### src/rtl/ifm_window_buf_pkg.sv
// Shared types and constants for the IFM window buffer.
package ifm_buf_pkg;

  typedef enum logic [2:0] {
    IDLE,
    LOAD,
    EMIT,
    SHIFT,
    DONE
  } state_e;

  // The encoding is visible on in_need, so the values are fixed.
  typedef enum logic [1:0] {
    NEED_LOAD  = 2'b00,
    NEED_RIGHT = 2'b01,
    NEED_LEFT  = 2'b10,
    NEED_DOWN  = 2'b11
  } need_e;

  localparam logic [1:0] CONVOLUTION = 2'b01;
  localparam logic [1:0] POOLING     = 2'b10;

  // Only POOLING selects raster reload; every other code is treated as convolution.
  function automatic logic is_pool(input logic [1:0] lt);
    return lt == POOLING;
  endfunction

endpackage

### src/rtl/ifm_window_buf_scan_ctr.sv
// Window-position counters for one tile: serpentine walk in convolution,
// raster walk in pooling. Reports where the current position sits in the tile.
module ifm_scan_ctr
  import ifm_buf_pkg::*;
#(
  parameter int POS_W = 7
) (
  input  logic             clk,
  input  logic             rst_n,
  input  logic             clear,
  input  logic             step,
  input  logic             pool,
  input  logic [POS_W-1:0] cfg_cols,
  input  logic [POS_W-1:0] cfg_rows,
  output logic             row_end,
  output logic             tile_end,
  output logic             dir_left
);

  logic [POS_W-1:0] pos_x;
  logic [POS_W-1:0] pos_y;

  // Odd rows travel leftwards in convolution; pooling always restarts at column 0.
  assign dir_left = pos_y[0] & ~pool;
  assign row_end  = dir_left ? (pos_x == '0) : (pos_x == cfg_cols - POS_W'(1));
  assign tile_end = row_end & (pos_y == cfg_rows - POS_W'(1));

  // Advance one window position per step; clear returns to the tile origin.
  always_ff @(posedge clk or negedge rst_n) begin
    if (!rst_n) begin
      pos_x <= '0;
      pos_y <= '0;
    end else if (clear) begin
      pos_x <= '0;
      pos_y <= '0;
    end else if (step) begin
      if (row_end) begin
        pos_y <= pos_y + POS_W'(1);
        if (pool) begin
          pos_x <= '0;
        end
      end else if (dir_left) begin
        pos_x <= pos_x - POS_W'(1);
      end else begin
        pos_x <= pos_x + POS_W'(1);
      end
    end
  end

endmodule

### src/rtl/ifm_window_buf.sv
// KxK input-feature-map window buffer between the IFM fetch unit and the PE array.
// Convolution reuses K*(K-1) pixels per step; pooling reloads every window.
module ifm_window_buf
  import ifm_buf_pkg::*;
#(
  parameter int DATA_W  = 8,
  parameter int K       = 3,
  parameter int MAX_POS = 64,
  parameter int POS_W   = $clog2(MAX_POS + 1)
) (
  input  logic                  clk,
  input  logic                  rst_n,
  input  logic [1:0]            layer_type,
  input  logic                  start,
  input  logic                  abort,
  input  logic [POS_W-1:0]      cfg_cols,
  input  logic [POS_W-1:0]      cfg_rows,
  input  logic [K*DATA_W-1:0]   in_vec,
  input  logic                  in_valid,
  output logic                  in_ready,
  output logic [1:0]            in_need,
  output logic [K*K*DATA_W-1:0] win,
  output logic                  win_valid,
  input  logic                  win_ready,
  output logic                  busy,
  output logic                  done
);

  localparam int LROW_W = $clog2(K);

  state_e                   state_q, state_d;
  need_e                    shift_need_q, need_d;
  logic [1:0]               layer_q;
  logic [POS_W-1:0]         cols_q;
  logic [POS_W-1:0]         rows_q;
  logic [LROW_W-1:0]        load_row_q;
  logic                     cfg_load;
  logic                     ctr_clear;
  logic                     ctr_step;
  logic                     row_end;
  logic                     tile_end;
  logic                     dir_left;
  logic                     pool_mode;
  logic                     in_beat;
  logic                     handoff;
  logic signed [DATA_W-1:0] in_px [K];
  logic signed [DATA_W-1:0] win_q [K*K];
  logic signed [DATA_W-1:0] win_d [K*K];

  assign pool_mode = is_pool(layer_q);

  // Outputs decode the registered state only, so no input reaches them combinationally.
  assign in_ready  = (state_q == LOAD) || (state_q == SHIFT);
  assign win_valid = (state_q == EMIT);
  assign busy      = (state_q == LOAD) || (state_q == EMIT) || (state_q == SHIFT);
  assign done      = (state_q == DONE);
  assign in_need   = (state_q == SHIFT) ? shift_need_q : NEED_LOAD;

  assign in_beat = in_valid & in_ready;
  assign handoff = win_valid & win_ready;

  ifm_scan_ctr #(
    .POS_W(POS_W)
  ) u_scan (
    .clk      (clk),
    .rst_n    (rst_n),
    .clear    (ctr_clear),
    .step     (ctr_step),
    .pool     (pool_mode),
    .cfg_cols (cols_q),
    .cfg_rows (rows_q),
    .row_end  (row_end),
    .tile_end (tile_end),
    .dir_left (dir_left)
  );

  // Split the incoming vector into its K signed pixels.
  always_comb begin
    for (int c = 0; c < K; c++) begin
      in_px[c] = $signed(in_vec[c*DATA_W +: DATA_W]);
    end
  end

  // Flatten the window array onto the output bus, element r*K+c per lane.
  always_comb begin
    for (int i = 0; i < K*K; i++) begin
      win[i*DATA_W +: DATA_W] = win_q[i];
    end
  end

  // Next-state logic; abort outranks every transition except in IDLE.
  always_comb begin
    state_d   = state_q;
    need_d    = shift_need_q;
    cfg_load  = 1'b0;
    ctr_clear = 1'b0;
    ctr_step  = 1'b0;
    case (state_q)
      IDLE: begin
        if (start && !abort) begin
          cfg_load  = 1'b1;
          ctr_clear = 1'b1;
          state_d   = (cfg_cols == '0 || cfg_rows == '0) ? DONE : LOAD;
        end
      end
      LOAD: begin
        if (in_beat && load_row_q == LROW_W'(K-1)) begin
          state_d = EMIT;
        end
      end
      EMIT: begin
        if (handoff) begin
          if (tile_end) begin
            state_d = DONE;
          end else begin
            ctr_step = 1'b1;
            if (pool_mode) begin
              state_d = LOAD;
            end else begin
              state_d = SHIFT;
              if (row_end) begin
                need_d = NEED_DOWN;
              end else if (dir_left) begin
                need_d = NEED_LEFT;
              end else begin
                need_d = NEED_RIGHT;
              end
            end
          end
        end
      end
      SHIFT: begin
        if (in_beat) begin
          state_d = EMIT;
        end
      end
      DONE: begin
        state_d = IDLE;
      end
      default: begin
        state_d = IDLE;
      end
    endcase
    if (abort && state_q != IDLE) begin
      state_d  = IDLE;
      ctr_step = 1'b0;
    end
  end

  // Control registers: FSM state, latched tile configuration and load-row index.
  always_ff @(posedge clk or negedge rst_n) begin
    if (!rst_n) begin
      state_q      <= IDLE;
      shift_need_q <= NEED_LOAD;
      layer_q      <= CONVOLUTION;
      cols_q       <= '0;
      rows_q       <= '0;
      load_row_q   <= '0;
    end else begin
      state_q      <= state_d;
      shift_need_q <= need_d;
      if (cfg_load) begin
        layer_q    <= layer_type;
        cols_q     <= cfg_cols;
        rows_q     <= cfg_rows;
        load_row_q <= '0;
      end else if (state_q == LOAD && in_beat && !abort) begin
        load_row_q <= (load_row_q == LROW_W'(K-1)) ? '0 : load_row_q + LROW_W'(1);
      end
    end
  end

  // Window update: fill one row in LOAD, or slide by one column/row in SHIFT.
  always_comb begin
    win_d = win_q;
    if (in_beat && !abort) begin
      if (state_q == LOAD) begin
        for (int r = 0; r < K; r++) begin
          if (LROW_W'(r) == load_row_q) begin
            for (int c = 0; c < K; c++) begin
              win_d[r*K+c] = in_px[c];
            end
          end
        end
      end else begin
        case (shift_need_q)
          NEED_RIGHT: begin
            for (int r = 0; r < K; r++) begin
              for (int c = 0; c < K-1; c++) begin
                win_d[r*K+c] = win_q[r*K+c+1];
              end
              win_d[r*K+K-1] = in_px[r];
            end
          end
          NEED_LEFT: begin
            for (int r = 0; r < K; r++) begin
              for (int c = 1; c < K; c++) begin
                win_d[r*K+c] = win_q[r*K+c-1];
              end
              win_d[r*K] = in_px[r];
            end
          end
          NEED_DOWN: begin
            for (int c = 0; c < K; c++) begin
              for (int r = 0; r < K-1; r++) begin
                win_d[r*K+c] = win_q[(r+1)*K+c];
              end
              win_d[(K-1)*K+c] = in_px[c];
            end
          end
          default: begin
          end
        endcase
      end
    end
  end

  // Window storage; held across handoff stalls and across abort.
  always_ff @(posedge clk or negedge rst_n) begin
    if (!rst_n) begin
      for (int i = 0; i < K*K; i++) begin
        win_q[i] <= '0;
      end
    end else begin
      win_q <= win_d;
    end
  end

endmodule
### config.mk
export PLATFORM = sky130hd
export DESIGN_NAME = ifm_window_buf
export DESIGN_NICKNAME = d
export VERILOG_FILES = /design/src/rtl/ifm_window_buf_pkg.sv /design/src/rtl/ifm_window_buf_scan_ctr.sv /design/src/rtl/ifm_window_buf.sv
export SDC_FILE = /design/constraint.sdc
export NUM_CORES = 1
export LEC_CHECK = 0
export CAP_MARGIN = 25
export CORE_AREA = 2 2 151 153
export DETAILED_ROUTE_END_ITERATION = 10
export DIE_AREA = 0 0 153 155
export SLEW_MARGIN = 20
export SYNTH_ARGS = -nofsm -noshare
export SYNTH_HDL_FRONTEND = slang
export SYNTH_SLANG_ARGS = --single-unit
export TNS_END_PERCENT = 100
### constraint.sdc
create_clock -name clk -period 5.7 [get_ports clk]
set_input_delay 1.14 -clock clk [delete_from_list [all_inputs] [get_ports clk]]
set_output_delay 1.14 -clock clk [all_outputs]
set_load 0.05 [all_outputs]
==> Word level (Yosys, flattened, before mapping) <==
Index checks and enable logic that the tools add are counted.
{ "totals": {"reg_bits": 109, "wordCells": 113, "output_inout_bits": 78, "input_bits": 46} }
{ "op_classes": {"reduce_logical": 28, "n_mux": 35, "add_sub_neg": 6, "bitwise": 6, "n_eq_ne": 21} }
{ "op_table": {"columns": ["operator", "n"], "rows": [
  ["case mux 72 bit (3 select lines)", 1],
  ["2-to-1 mux 24 bit", 3],
  ["2-to-1 mux 72 bit", 1],
  ["2-to-1 mux 7 bit", 8],
  ["logical NOT 7 bit", 3],
  ["2-to-1 mux 3 bit", 7],
  ["subtractor 7 x 1 -> 7 bit, second input constant", 3],
  ["adder 7 x 1 -> 7 bit, second input constant", 2],
  ["== test 7 bit", 2],
  ["2-to-1 mux 2 bit", 7],
  ["case mux 3 bit (4 select lines)", 1],
  ["AND reduction 3 bit", 3],
  ["== test 2 bit, second input constant", 4],
  ["AND reduction 4 bit", 2],
  ["2-to-1 mux 1 bit", 7],
  ["== test 3 x 2 -> 1 bit, second input constant", 2],
  ["logical AND 1 bit", 6],
  ["!= test 2 x 1 -> 1 bit, second input constant", 3],
  ["!= test 3 x 1 -> 1 bit, second input constant", 2],
  ["!= test 3 x 2 -> 1 bit, second input constant", 2],
  ["nonzero test 2 bit", 3],
  ["bitwise AND 1 bit", 4],
  ["logical OR 1 bit", 4],
  ["AND reduction 2 bit", 2],
  ["other kinds (13)", 14]
]} }

==> Depth between registers and ports, before layout <==
Gate-level depths: netlist of the first run.
{ "logic_depth": {"word_depth": 11, "depth_mapped": 12} }

==> Hierarchy <==
Synthesis of the first run repeated with hierarchy kept, for this count alone.
{ "unflattened": {"cells_unflattened": 712, "hier_area_um2": 6817.8} }
{ "by_module_without_submodules": {"columns": ["module", "area_each_um2", "instances", "cells_each", "seq_area_each_um2"], "rows": [
  ["ifm_window_buf", 5382.7, 1, 551, 2378.5],
  ["ifm_scan_ctr", 1435.1, 1, 161, 350.3]
]} }

==> Worst setup path after synthesis of the first run <==
No wires, ideal clock.
{ "synth_path": {"path_type": "flip-flop to flip-flop", "startpoint": "register layer_q[0]", "endpoint": "register u_scan.pos_x[6]", "setup_ns": 0.126, "arrival_time_ns": 2.544, "path_slack_ns": 3.030, "synth_period_minus_slack_ns": 2.670, "path_stages_with_launch": 12, "cell_sequence": "dfstp_2 > nand2b_1 > nand2_1 > inv_1 > ha_1 > a21o_1 > a21o_1 > a21o_1 > a21oi_1 > xnor2_1 > and4_1 > a221o_1"} }
{ "synth_via": {"elab_chain_cells": 11, "word_cells_on_any_way": 16} }
{ "synth_rtl": {"columns": ["item", "line", "source"], "rows": [
  ["from (decl)", "ifm_window_buf.sv:33", "logic [1:0] layer_q;"],
  ["from (signal assigned)", "ifm_window_buf.sv:163", "layer_q <= layer_type;"],
  ["== test 2 bit (*)", "ifm_window_buf_pkg.sv:25", "return lt == POOLING;"],
  ["NOT 1 bit (no source line)", null, null],
  ["bitwise AND 1 bit", "ifm_window_buf_scan_ctr.sv:24", "assign dir_left = pos_y[0] & ~pool;"],
  ["2-to-1 mux 1 bit", "ifm_window_buf_scan_ctr.sv:25", "assign row_end = dir_left ? (pos_x == '0) : (pos_x == cfg_cols - POS_W'(1));"],
  ["bitwise AND 1 bit", "ifm_window_buf_scan_ctr.sv:26", "assign tile_end = row_end & (pos_y == cfg_rows - POS_W'(1));"],
  ["2-to-1 mux 1 bit", "ifm_window_buf.sv:113", "if (tile_end) begin"],
  ["2-to-1 mux 1 bit", "ifm_window_buf.sv:112", "if (handoff) begin"],
  ["2-to-1 mux 1 bit", "ifm_window_buf.sv:98", "case (state_q)"],
  ["2-to-1 mux 1 bit", "ifm_window_buf.sv:144", "if (abort && state_q != IDLE) begin"],
  ["nonzero test 2 bit (no source line)", null, null],
  ["AND reduction 2 bit (no source line)", null, null],
  ["to (signal assigned)", "ifm_window_buf_scan_ctr.sv:43", "pos_x <= pos_x - POS_W'(1);"],
  ["to (signal assigned)", "ifm_window_buf_scan_ctr.sv:45", "pos_x <= pos_x + POS_W'(1);"],
  ["to (decl)", "ifm_window_buf_scan_ctr.sv:20", "logic [POS_W-1:0] pos_x;"]
]} }
Mark *: on every way between the ends. The rest lies on a longest branch, timed or not. The select of a mux whose other input is x is not followed.
A chain may end at the register's enable or synchronous reset.

==> Worst setup path after layout of the first run <==
{ "layout_path": {"startpoint": "register state_q[2]", "endpoint": "output in_need[0]"} }
{ "layout_via": {"elab_chain_cells": 2} }
{ "layout_rtl": {"columns": ["item", "line", "source"], "rows": [
  ["from (decl)", "ifm_window_buf.sv:31", "state_e state_q, state_d;"],
  ["from (signal assigned)", "ifm_window_buf.sv:160", "state_q <= state_d;"],
  ["== test 3 x 2 -> 1 bit", "ifm_window_buf.sv:57", "assign in_need = (state_q == SHIFT) ? shift_need_q : NEED_LOAD;"],
  ["2-to-1 mux 2 bit", "ifm_window_buf.sv:57", null],
  ["to (decl)", "ifm_window_buf.sv:21", "output logic [1:0] in_need,"]
]} }
No other way between the ends.

==> flow_summary.html, run 1 <==
<table>
<tr><th>Metric</th><th>Value</th></tr>
<tr><th colspan="2">Die</th></tr>
<tr><td>Core ar.</td><td>about 22000 um^2</td></tr>
<tr><td>Height of the chip</td><td>approximately 160 um</td></tr>
<tr><td>Die extent in x</td><td>between 150 and 200 um</td></tr>
<tr><td>Number of rows created at floorplan</td><td>55</td></tr>
<tr><td>Floorplan die area</td><td>23700 um^2</td></tr>
<tr><td>Initial core utilization</td><td>slightly below 30%</td></tr>
<tr><td>Number of top-level pins</td><td>124</td></tr>
<tr><th colspan="2">Pwr</th></tr>
<tr><td>Switching share of power</td><td>a little over half</td></tr>
<tr><td>Net load switching power</td><td>between 2 and 3 mW</td></tr>
<tr><td>Part of the total power dissipated in sequential elements</td><td>between 20 and 30%</td></tr>
<tr><td>Power density cells</td><td>about 600 nW/um^2</td></tr>
<tr><td>Leakage power figure</td><td>approximately 3.6 nW</td></tr>
<tr><td>Maximum vdd ir drop</td><td>between 0.0003 and 0.0004 V</td></tr>
<tr><td>Share of power burned in combinational logic</td><td>58.5%</td></tr>
<tr><td>Design internal power</td><td>roughly 2.5 mW</td></tr>
<tr><td>Proportion of power drawn by the clock network</td><td>around an eighth</td></tr>
<tr><th colspan="2">Timing</th></tr>
<tr><td>Clk_skew</td><td>0.0149 ns</td></tr>
<tr><td>Slew HR</td><td>between 30% and 40%</td></tr>
<tr><td>Number of max-slew violations in the final report</td><td>0</td></tr>
<tr><td>Share of the cycle needed by the critical path after routing</td><td>61.3%</td></tr>
<tr><td>Number of endpoints failing setup at the final stage</td><td>0</td></tr>
<tr><td>Final critical-path setup slack</td><td>approximately 2.2 ns</td></tr>
<tr><td>Highest clock frequency the design can meet</td><td>between 200 and 300 MHz</td></tr>
<tr><td>Minimum clock period after layout</td><td>about 3.5 ns</td></tr>
<tr><td>Worst-Margin Slew</td><td>a little under 1 ns</td></tr>
<tr><td>Final hold vios</td><td>0</td></tr>
<tr><td>Setup repair after global routing missed its margin</td><td>no</td></tr>
<tr><td>Setup_tns</td><td>0 ns</td></tr>
<tr><th colspan="2">Logic synthesis</th></tr>
<tr><td>Syn Nets</td><td>slightly above 800</td></tr>
<tr><td>Distinct cells, synth</td><td>64</td></tr>
<tr><td>Number of flip-flops and latches in the synthesized netlist</td><td>between 100 and 150</td></tr>
<tr><td>Seq/Total Area, Yosys</td><td>between 40% and 50%</td></tr>
<tr><td>Avg Cell Area, Syn</td><td>8.53 um^2</td></tr>
<tr><td>Top cells by area, synth</td><td>sky130_fd_sc_hd__dfrtp_1, sky130_fd_sc_hd__nand2_1, sky130_fd_sc_hd__a21oi_1</td></tr>
<tr><td>Most numerous cell types in the synthesized netlist</td><td>sky130_fd_sc_hd__nand2_1, sky130_fd_sc_hd__dfrtp_1, sky130_fd_sc_hd__a21oi_1</td></tr>
<tr><td>Yosys Warn Count</td><td>0</td></tr>
<tr><td>Most common cell in the synthesized netlist</td><td>sky130_fd_sc_hd__nand2_1</td></tr>
<tr><td>Dominant cell type by area after synthesis</td><td>sky130_fd_sc_hd__dfrtp_1</td></tr>
<tr><td>Mapped Cells</td><td>roughly 760</td></tr>
<tr><td>Yosys top cell area share</td><td>around 42%</td></tr>
<tr><td>Number of synthesized flops with an enable pin</td><td>0</td></tr>
<tr><td>Async set-reset flop share out of synthesis</td><td>100%</td></tr>
<tr><td>Most used flip-flop cell after synthesis</td><td>sky130_fd_sc_hd__dfrtp_1</td></tr>
<tr><td>Summed instance area of the synthesized netlist</td><td>between 6000 and 7000 um^2</td></tr>
<tr><th colspan="2">Clock network</th></tr>
<tr><td>Number of buffers on the longest clock path</td><td>2</td></tr>
<tr><td>Number of buffers inserted by hold repair at cts</td><td>0</td></tr>
<tr><td>CTS sink cnt</td><td>roughly 110</td></tr>
<tr><td>Clock transition at the registers of the reported paths</td><td>around 0.08 ns</td></tr>
<tr><td>Source-to-sink clock delay at the later pin of the worst-skew pair</td><td>~0.36 ns</td></tr>
<tr><td>Root Buffer Master</td><td>sky130_fd_sc_hd__clkbuf_16</td></tr>
<tr><td>Post-CTS repair timing setup buffer count</td><td>0</td></tr>
<tr><td>CTS Buf Count</td><td>9</td></tr>
<tr><td>Clock tree from TritonCTS</td><td>yes</td></tr>
<tr><td>H-tree depth</td><td>3</td></tr>
<tr><td>Number of resized instances in the post-cts repair step</td><td>0</td></tr>
<tr><th colspan="2">Setup path</th></tr>
<tr><td>Class of the most critical setup path</td><td>flop to primary output</td></tr>
<tr><td>Required time worst endpoint</td><td>around 4.6 ns</td></tr>
<tr><td>Critical Path Stages</td><td>4</td></tr>
<tr><td>Total buffers and inverters traversed by the critical path</td><td>2</td></tr>
<tr><td>Path depth of the worst reg2reg path</td><td>11</td></tr>
<tr><td>CP Launch Type</td><td>flop</td></tr>
<tr><td>Worst EP arrival</td><td>approximately 2.4 ns</td></tr>
<tr><td>Largest stage delay on the critical path</td><td>a little over 0.8 ns</td></tr>
<tr><td>Cell chain of the critical path</td><td>nand2b_1, inv_1, and3_1, clkdlybuf4s50_1</td></tr>
<tr><td>Top cell family by delay on the critical path</td><td>buffers and inverters</td></tr>
<tr><td>Critical Path End Type</td><td>primary output</td></tr>
<tr><td>Crit Path Max Fanout</td><td>6</td></tr>
<tr><td>Max stage delay cell, worst path</td><td>sky130_fd_sc_hd__clkdlybuf4s50_1</td></tr>
<tr><th colspan="2">Layout</th></tr>
<tr><td>Layout cells sized above 1</td><td>5.08%</td></tr>
<tr><td>Synthesis-to-layout area growth</td><td>27.7%</td></tr>
<tr><td>Design area</td><td>8300 um^2</td></tr>
<tr><td>Fin util</td><td>roughly 37%</td></tr>
<tr><td>Register cell area after layout</td><td>about 2700 um^2</td></tr>
<tr><td>Diodes inserted</td><td>0</td></tr>
<tr><td>Filler instances</td><td>roughly 2300</td></tr>
<tr><td>Area of combinational cells with multiple inputs</td><td>about 3500 um^2</td></tr>
<tr><td># nets final</td><td>roughly 900</td></tr>
<tr><th colspan="2">GRT</th></tr>
<tr><td>Total global routing overflow</td><td>0</td></tr>
<tr><td>Maximum number of pins on one net before global-route repair</td><td>65</td></tr>
<tr><td>Vias in the first global route</td><td>around 5700</td></tr>
<tr><td>Wire length of the first global-routing pass</td><td>around 32 mm</td></tr>
<tr><td>Overall Global Routing Usage</td><td>16.4%</td></tr>
<tr><td>Number of antenna violations at the first check in global routing</td><td>0</td></tr>
<tr><th colspan="2">Route</th></tr>
<tr><td>Average detailed-routed wire length per instance</td><td>17.3 um</td></tr>
<tr><td>Antenna Violating Nets Remaining</td><td>0</td></tr>
<tr><td>DRC viols</td><td>0</td></tr>
<tr><td>Detailed Routing Iterations Pass 1</td><td>5</td></tr>
<tr><td>DR iter-0 viols</td><td>~520</td></tr>
<tr><td>Total wire length</td><td>about 20 mm</td></tr>
<tr><td>Number of vias after detailed routing</td><td>between 6000 and 7000</td></tr>
<tr><td>Avg Vias per Cell</td><td>between 5 and 6</td></tr>
<tr><th colspan="2">Place</th></tr>
<tr><td>Pre-CTS setup slack</td><td>2.45 ns</td></tr>
<tr><td>Placer congestion estimate</td><td>0.811</td></tr>
<tr><td>Dpl hpwl</td><td>~13 mm</td></tr>
<tr><td>Placed cell areas</td><td>7970 um^2</td></tr>
<tr><td>I/O Buffers</td><td>123</td></tr>
<tr><th colspan="2">Job</th></tr>
<tr><td>Max-cap check violation count</td><td>0</td></tr>
<tr><th colspan="2">Min path</th></tr>
<tr><td>Hold/Removal Path Class</td><td>flop to flop</td></tr>
<tr><td>Hold Crit Depth</td><td>2</td></tr>
<tr><th colspan="2">Status</th></tr>
<tr><td>Outcome</td><td>complete, no violations</td></tr>
</table>
==> power groups by stage <==
stage,Sequential [mW],Combinational [mW],Clock (mW)
global placement,1.48,2.96,0
finish,1.48,3.00,0.654
CTS,1.47,3.01,0.675
floorplan,2.09,1.44,0
global route,1.53,3.26,0.711
detailed placement,1.49,3.00,0
==> kinds of logic (layout without fill, tap and decap cells) <==
kind of cell	count (synthesis)	after routing	share of synthesized area, %
AND/OR/NAND/NOR	259	259	17.8
flip-flops	109	109	42.0
buffers and inverters	76	160	4.41
AO/OA/AOI/OAI	280	280	29.6
XOR/XNOR	22	22	3.18
multiplexers	5	5	0.808
adder cells (fa/ha/maj)	11	11	2.23
==> metal layers <==
metal	global-route usage, %	vias to the layer above	part of all wire, %
li1	-	2960	-
met4	3.84	0	0.94
met2	25.0	212	44
met3	2.84	11	6.2
met5	0	-	0
met1	24.1	2930	48
==> layout by cell type (no fill, tap or decap), drive strengths merged, types with 4 or more instances in the layout <==
cell type,n
and2,7
a22oi,43
nand4,5
nand2b,6
nand2,129
nor4,5
clkbuf,9
a21oi,66
o21ai,63
buf,10
xor2,7
xnor2,14
nand3,15
a22o,5
o31ai,38
dfrtp,108
or3,4
clkdlybuf4s50,122
nor2b,4
ha,10
a21o,6
or4,8
nor3,5
nor2,60
a221o,33
inv,16
==> flip-flops by register name (all words and copies together) (netlist names) <==
| register | flops |
|---|---|
| load_row_q | 2 |
| rows_q | 7 |
| win | 72 |
| u_scan.pos_y | 7 |
| shift_need_q | 2 |
| state_q | 3 |
| u_scan.pos_x | 7 |
| layer_q | 2 |
| cols_q | 7 |
==> final timing paths <==
path	from	to	slack (ns)
setup reg to reg	layer_q[0]	u_scan.pos_x[6]	2.77
hold / removal	layer_q[0]	layer_q[0]	0.47
setup / recovery	state_q[2]	in_need[0]	2.21
hold reg to reg	layer_q[0]	layer_q[0]	0.47
max in group asynchronous	rst_n	win[10]	3.62
min in group asynchronous	rst_n	cols_q[1]	0.87
==> metrics by stage <==
stage,total power [mW],hold slack (ns),cells
6_report,5.13,0.466,1131
5_1_grt,5.50,0.501,1131
4_1_cts,5.16,0.469,1130
3_5_place_dp,4.49,0.456,1114
3_3_place_gp,4.45,0.451,1113
2_1_floorplan,3.53,0.436,762
==> cell type report <==
class | instances | share of cell area [%]
Timing Repair Buffer | 132 | 16.1
Tap cell | 285 | 4.30
Clock buffer | 9 | 2.71
Clock inverter | 7 | 0.935
Multi-Input combinational cell | 577 | 42.5
Inverter | 12 | 0.543
Sequential cell | 109 | 32.9
==> worst reg2reg max path: stages (launching register included) <==
cell,delay (ns)
sky130_fd_sc_hd__dfstp_2,0.54
sky130_fd_sc_hd__nand2b_1,0.19
sky130_fd_sc_hd__nand2_1,0.20
sky130_fd_sc_hd__inv_1,0.30
sky130_fd_sc_hd__ha_1,0.32
sky130_fd_sc_hd__a21o_1,0.19
sky130_fd_sc_hd__a21o_1,0.20
sky130_fd_sc_hd__a21o_1,0.18
sky130_fd_sc_hd__a21oi_1,0.16
sky130_fd_sc_hd__xnor2_1,0.15
sky130_fd_sc_hd__nor2_1,0.06
sky130_fd_sc_hd__a221o_1,0.34
(Power assumes the default switching activity.)
==> inputs of run 2 (changes only) <==
Clock period 5.7 ns to 3.44 ns, I/O delays scaled along.
==> flow_summary.html, run 2 (synthesis gave the netlist of run 1 again) <==
<table>
<tr><th>Metric</th><th>Value</th></tr>
<tr><th colspan="2">Status</th></tr>
<tr><td>Outcome</td><td>complete, no violations (unchanged)</td></tr>
<tr><th colspan="2">Timing</th></tr>
<tr><td>Worst-Margin Slew</td><td>0.758 ns (was 0.977 ns)</td></tr>
<tr><td>Minimum clock period after layout</td><td>2.97 ns</td></tr>
<tr><td>Setup_tns</td><td>0 ns (unchanged)</td></tr>
<tr><td>Number of max-slew violations in the final report</td><td>0 (unchanged)</td></tr>
<tr><td>Slew HR</td><td>49.5% (was 34.9%)</td></tr>
<tr><td>Number of endpoints failing setup at the final stage</td><td>0 (unchanged)</td></tr>
<tr><td>Setup repair after global routing missed its margin</td><td>no (unchanged)</td></tr>
<tr><td>Clk_skew</td><td>0.0117 ns (was 0.0149 ns)</td></tr>
<tr><td>Highest clock frequency the design can meet</td><td>around 340 MHz</td></tr>
<tr><td>Share of the cycle needed by the critical path after routing</td><td>86.4%</td></tr>
<tr><td>Final hold vios</td><td>0 (unchanged)</td></tr>
<tr><th colspan="2">Pwr</th></tr>
<tr><td>Leakage power figure</td><td>3.58 nW (was 3.55 nW)</td></tr>
<tr><td>Power density cells</td><td>1020 nW/um^2 (was 618 nW/um^2)</td></tr>
<tr><td>Maximum vdd ir drop</td><td>0.000460 V (was 0.000312 V)</td></tr>
<tr><th colspan="2">Setup path</th></tr>
<tr><td>Class of the most critical setup path</td><td>flop to primary output (unchanged)</td></tr>
<tr><td>Crit Path Max Fanout</td><td>6 (unchanged)</td></tr>
<tr><td>Required time worst endpoint</td><td>2.75 ns (was 4.56 ns)</td></tr>
<tr><td>Reg2reg start</td><td>layer_q[0] (unchanged)</td></tr>
<tr><td>Worst EP arrival</td><td>2.28 ns (was 2.35 ns)</td></tr>
<tr><td>CP Launch Type</td><td>flop (unchanged)</td></tr>
<tr><td>Critical path launch point</td><td>state_q[2] (unchanged)</td></tr>
<tr><td>Critical Path End Type</td><td>primary output (unchanged)</td></tr>
<tr><th colspan="2">GRT</th></tr>
<tr><td>Maximum number of pins on one net before global-route repair</td><td>65 (unchanged)</td></tr>
<tr><td>Overall Global Routing Usage</td><td>16.1% (was 16.4%)</td></tr>
<tr><td>Number of antenna violations at the first check in global routing</td><td>0 (unchanged)</td></tr>
<tr><td>Vias in the first global route</td><td>5672 (was 5740)</td></tr>
<tr><td>Wire length of the first global-routing pass</td><td>31.3 mm (was 31.9 mm)</td></tr>
<tr><td>Total global routing overflow</td><td>0 (unchanged)</td></tr>
<tr><th colspan="2">Layout</th></tr>
<tr><td>Area of combinational cells with multiple inputs</td><td>3530 um^2 (unchanged)</td></tr>
<tr><td>Synthesis-to-layout area growth</td><td>28.4% (was 27.7%)</td></tr>
<tr><td>Commonest cells after routing, fill and taps aside</td><td>sky130_fd_sc_hd__nand2_1, sky130_fd_sc_hd__clkdlybuf4s50_1, sky130_fd_sc_hd__dfrtp_1 (unchanged)</td></tr>
<tr><td># nets final</td><td>902 (was 898)</td></tr>
<tr><td>Layout cells sized above 1</td><td>5.53% (was 5.08%)</td></tr>
<tr><td>Leading cell type in the layout, fill and taps excluded</td><td>sky130_fd_sc_hd__nand2_1 (unchanged)</td></tr>
<tr><td>Filler instances</td><td>2260 (was 2294)</td></tr>
<tr><td>Diodes inserted</td><td>0 (unchanged)</td></tr>
<tr><td>Register cell area after layout</td><td>2730 um^2 (unchanged)</td></tr>
<tr><td>Flip-flop count of the largest register after layout</td><td>72 (unchanged)</td></tr>
<tr><td>Cell Count, Final, Fillers Out</td><td>1135 (was 1131)</td></tr>
<tr><td>Design area</td><td>8340 um^2 (was 8300 um^2)</td></tr>
<tr><th colspan="2">Route</th></tr>
<tr><td>Avg Vias per Cell</td><td>5.45 (was 5.40)</td></tr>
<tr><td>DRC viols</td><td>0 (unchanged)</td></tr>
<tr><td>Number of vias after detailed routing</td><td>6182 (was 6113)</td></tr>
<tr><td>Detailed Routing Iterations Pass 1</td><td>5 (unchanged)</td></tr>
<tr><td>Antenna Violating Nets Remaining</td><td>0 (unchanged)</td></tr>
<tr><td>Total wire length</td><td>19.1 mm (was 19.5 mm)</td></tr>
<tr><td>Average detailed-routed wire length per instance</td><td>16.8 um (was 17.3 um)</td></tr>
<tr><td>DR iter-0 viols</td><td>518 (was 524)</td></tr>
<tr><th colspan="2">Clock network</th></tr>
<tr><td>Source-to-sink clock delay at the later pin of the worst-skew pair</td><td>0.37 ns (was 0.36 ns)</td></tr>
<tr><td>CTS sink cnt</td><td>109 (unchanged)</td></tr>
<tr><td>H-tree depth</td><td>3 (unchanged)</td></tr>
<tr><td>Clock tree from TritonCTS</td><td>yes (unchanged)</td></tr>
<tr><td>Number of buffers on the longest clock path</td><td>2 (unchanged)</td></tr>
<tr><td>Post-CTS repair timing setup buffer count</td><td>0 (unchanged)</td></tr>
<tr><td>Number of buffers inserted by hold repair at cts</td><td>0 (unchanged)</td></tr>
<tr><td>Number of resized instances in the post-cts repair step</td><td>0 (unchanged)</td></tr>
<tr><td>CTS Buf Count</td><td>9 (unchanged)</td></tr>
<tr><td>Clock transition at the registers of the reported paths</td><td>0.08 ns (about the same)</td></tr>
<tr><td>Root Buffer Master</td><td>sky130_fd_sc_hd__clkbuf_16 (unchanged)</td></tr>
<tr><th colspan="2">Place</th></tr>
<tr><td>Placed cell areas</td><td>7990 um^2 (was 7970 um^2)</td></tr>
<tr><td>I/O Buffers</td><td>123 (unchanged)</td></tr>
<tr><td>Placed Cells incl. Taps</td><td>1117 (was 1114)</td></tr>
<tr><td>Dpl hpwl</td><td>13.3 mm (was 13.4 mm)</td></tr>
<tr><td>Placer congestion estimate</td><td>0.808 (was 0.811)</td></tr>
<tr><th colspan="2">Job</th></tr>
<tr><td>Max-cap check violation count</td><td>0 (unchanged)</td></tr>
<tr><th colspan="2">Die</th></tr>
<tr><td>Number of top-level pins</td><td>124 (unchanged)</td></tr>
<tr><td>Height of the chip</td><td>155 um (unchanged)</td></tr>
<tr><td>Floorplan die area</td><td>23700 um^2 (unchanged)</td></tr>
<tr><td>Number of rows created at floorplan</td><td>55 (unchanged)</td></tr>
<tr><td>Initial core utilization</td><td>29.2% (unchanged)</td></tr>
<tr><td>Die extent in x</td><td>153 um (unchanged)</td></tr>
<tr><td>Core ar.</td><td>22200 um^2 (unchanged)</td></tr>
<tr><th colspan="2">Min path</th></tr>
<tr><td>Hold/Removal Path Class</td><td>primary input to async pin (was flop to flop)</td></tr>
</table>
==> run 2: metal layers <==
| layer | part of all wire [%] | up-vias | global-route usage, % |
|---|---|---|---|
| li1 | - | 2966 | - |
| met1 | 49 | 2972 | 23.9 |
| met2 | 44 | 227 | 24.2 |
| met3 | 6.3 | 17 | 3.57 |
| met4 | 1.0 | 0 | 3.44 |
| met5 | 0 | - | 0 |
==> run 2: cell type report <==
cell class / instances / area share [%]
clock buffer: 10 / 2.86
clock inverter: 6 / 0.780
inverter: 12 / 0.540
multi-input combinational: 577 / 42.3
sequential: 109 / 32.7
tap: 285 / 4.27
timing repair buffer: 136 / 16.5
==> run 2: final timing paths <==
kind,slack [ns],cells past startpoint,end
max reg2reg,0.53,11,u_scan.pos_x[6]
min,0.30,1,cols_q[2]
min in group clk,0.46,2,layer_q[0]
max,0.47,4,in_need[1]
max in group asynchronous,2.31,2,layer_q[0]
min reg2reg,0.46,2,layer_q[0]
==> run 2: stage by stage <==
step | hold WS, ns | worst slack [ns] | utilization (%) | total power, mW
3_3_place_gp | 0.451 | 0.598 | 35.9 | 7.37
2_1_floorplan | 0.392 | 0.770 | - | 5.85
5_1_grt | 0.337 | 0.339 | 37.5 | 9.12
4_1_cts | 0.313 | 0.475 | 37.3 | 8.54
6_report | 0.300 | 0.469 | 37.5 | 8.51
3_5_place_dp | 0.451 | 0.534 | 35.9 | 7.43
==> run 2: critical path, stage by stage (launching register included) <==
cell and delay (ns):
sky130_fd_sc_hd__dfrtp_1 0.43, sky130_fd_sc_hd__nand2b_1 0.27, sky130_fd_sc_hd__inv_1 0.23, sky130_fd_sc_hd__and3_1 0.19
sky130_fd_sc_hd__clkdlybuf4s50_1 0.80
==> run 2: power breakdown <==
part | internal [mW] | total (mW) | switching, mW
sequential | 1.78 | 2.42 | 0.646
clock | 0.534 | 1.08 | 0.547
combinational | 1.80 | 5.01 | 3.21
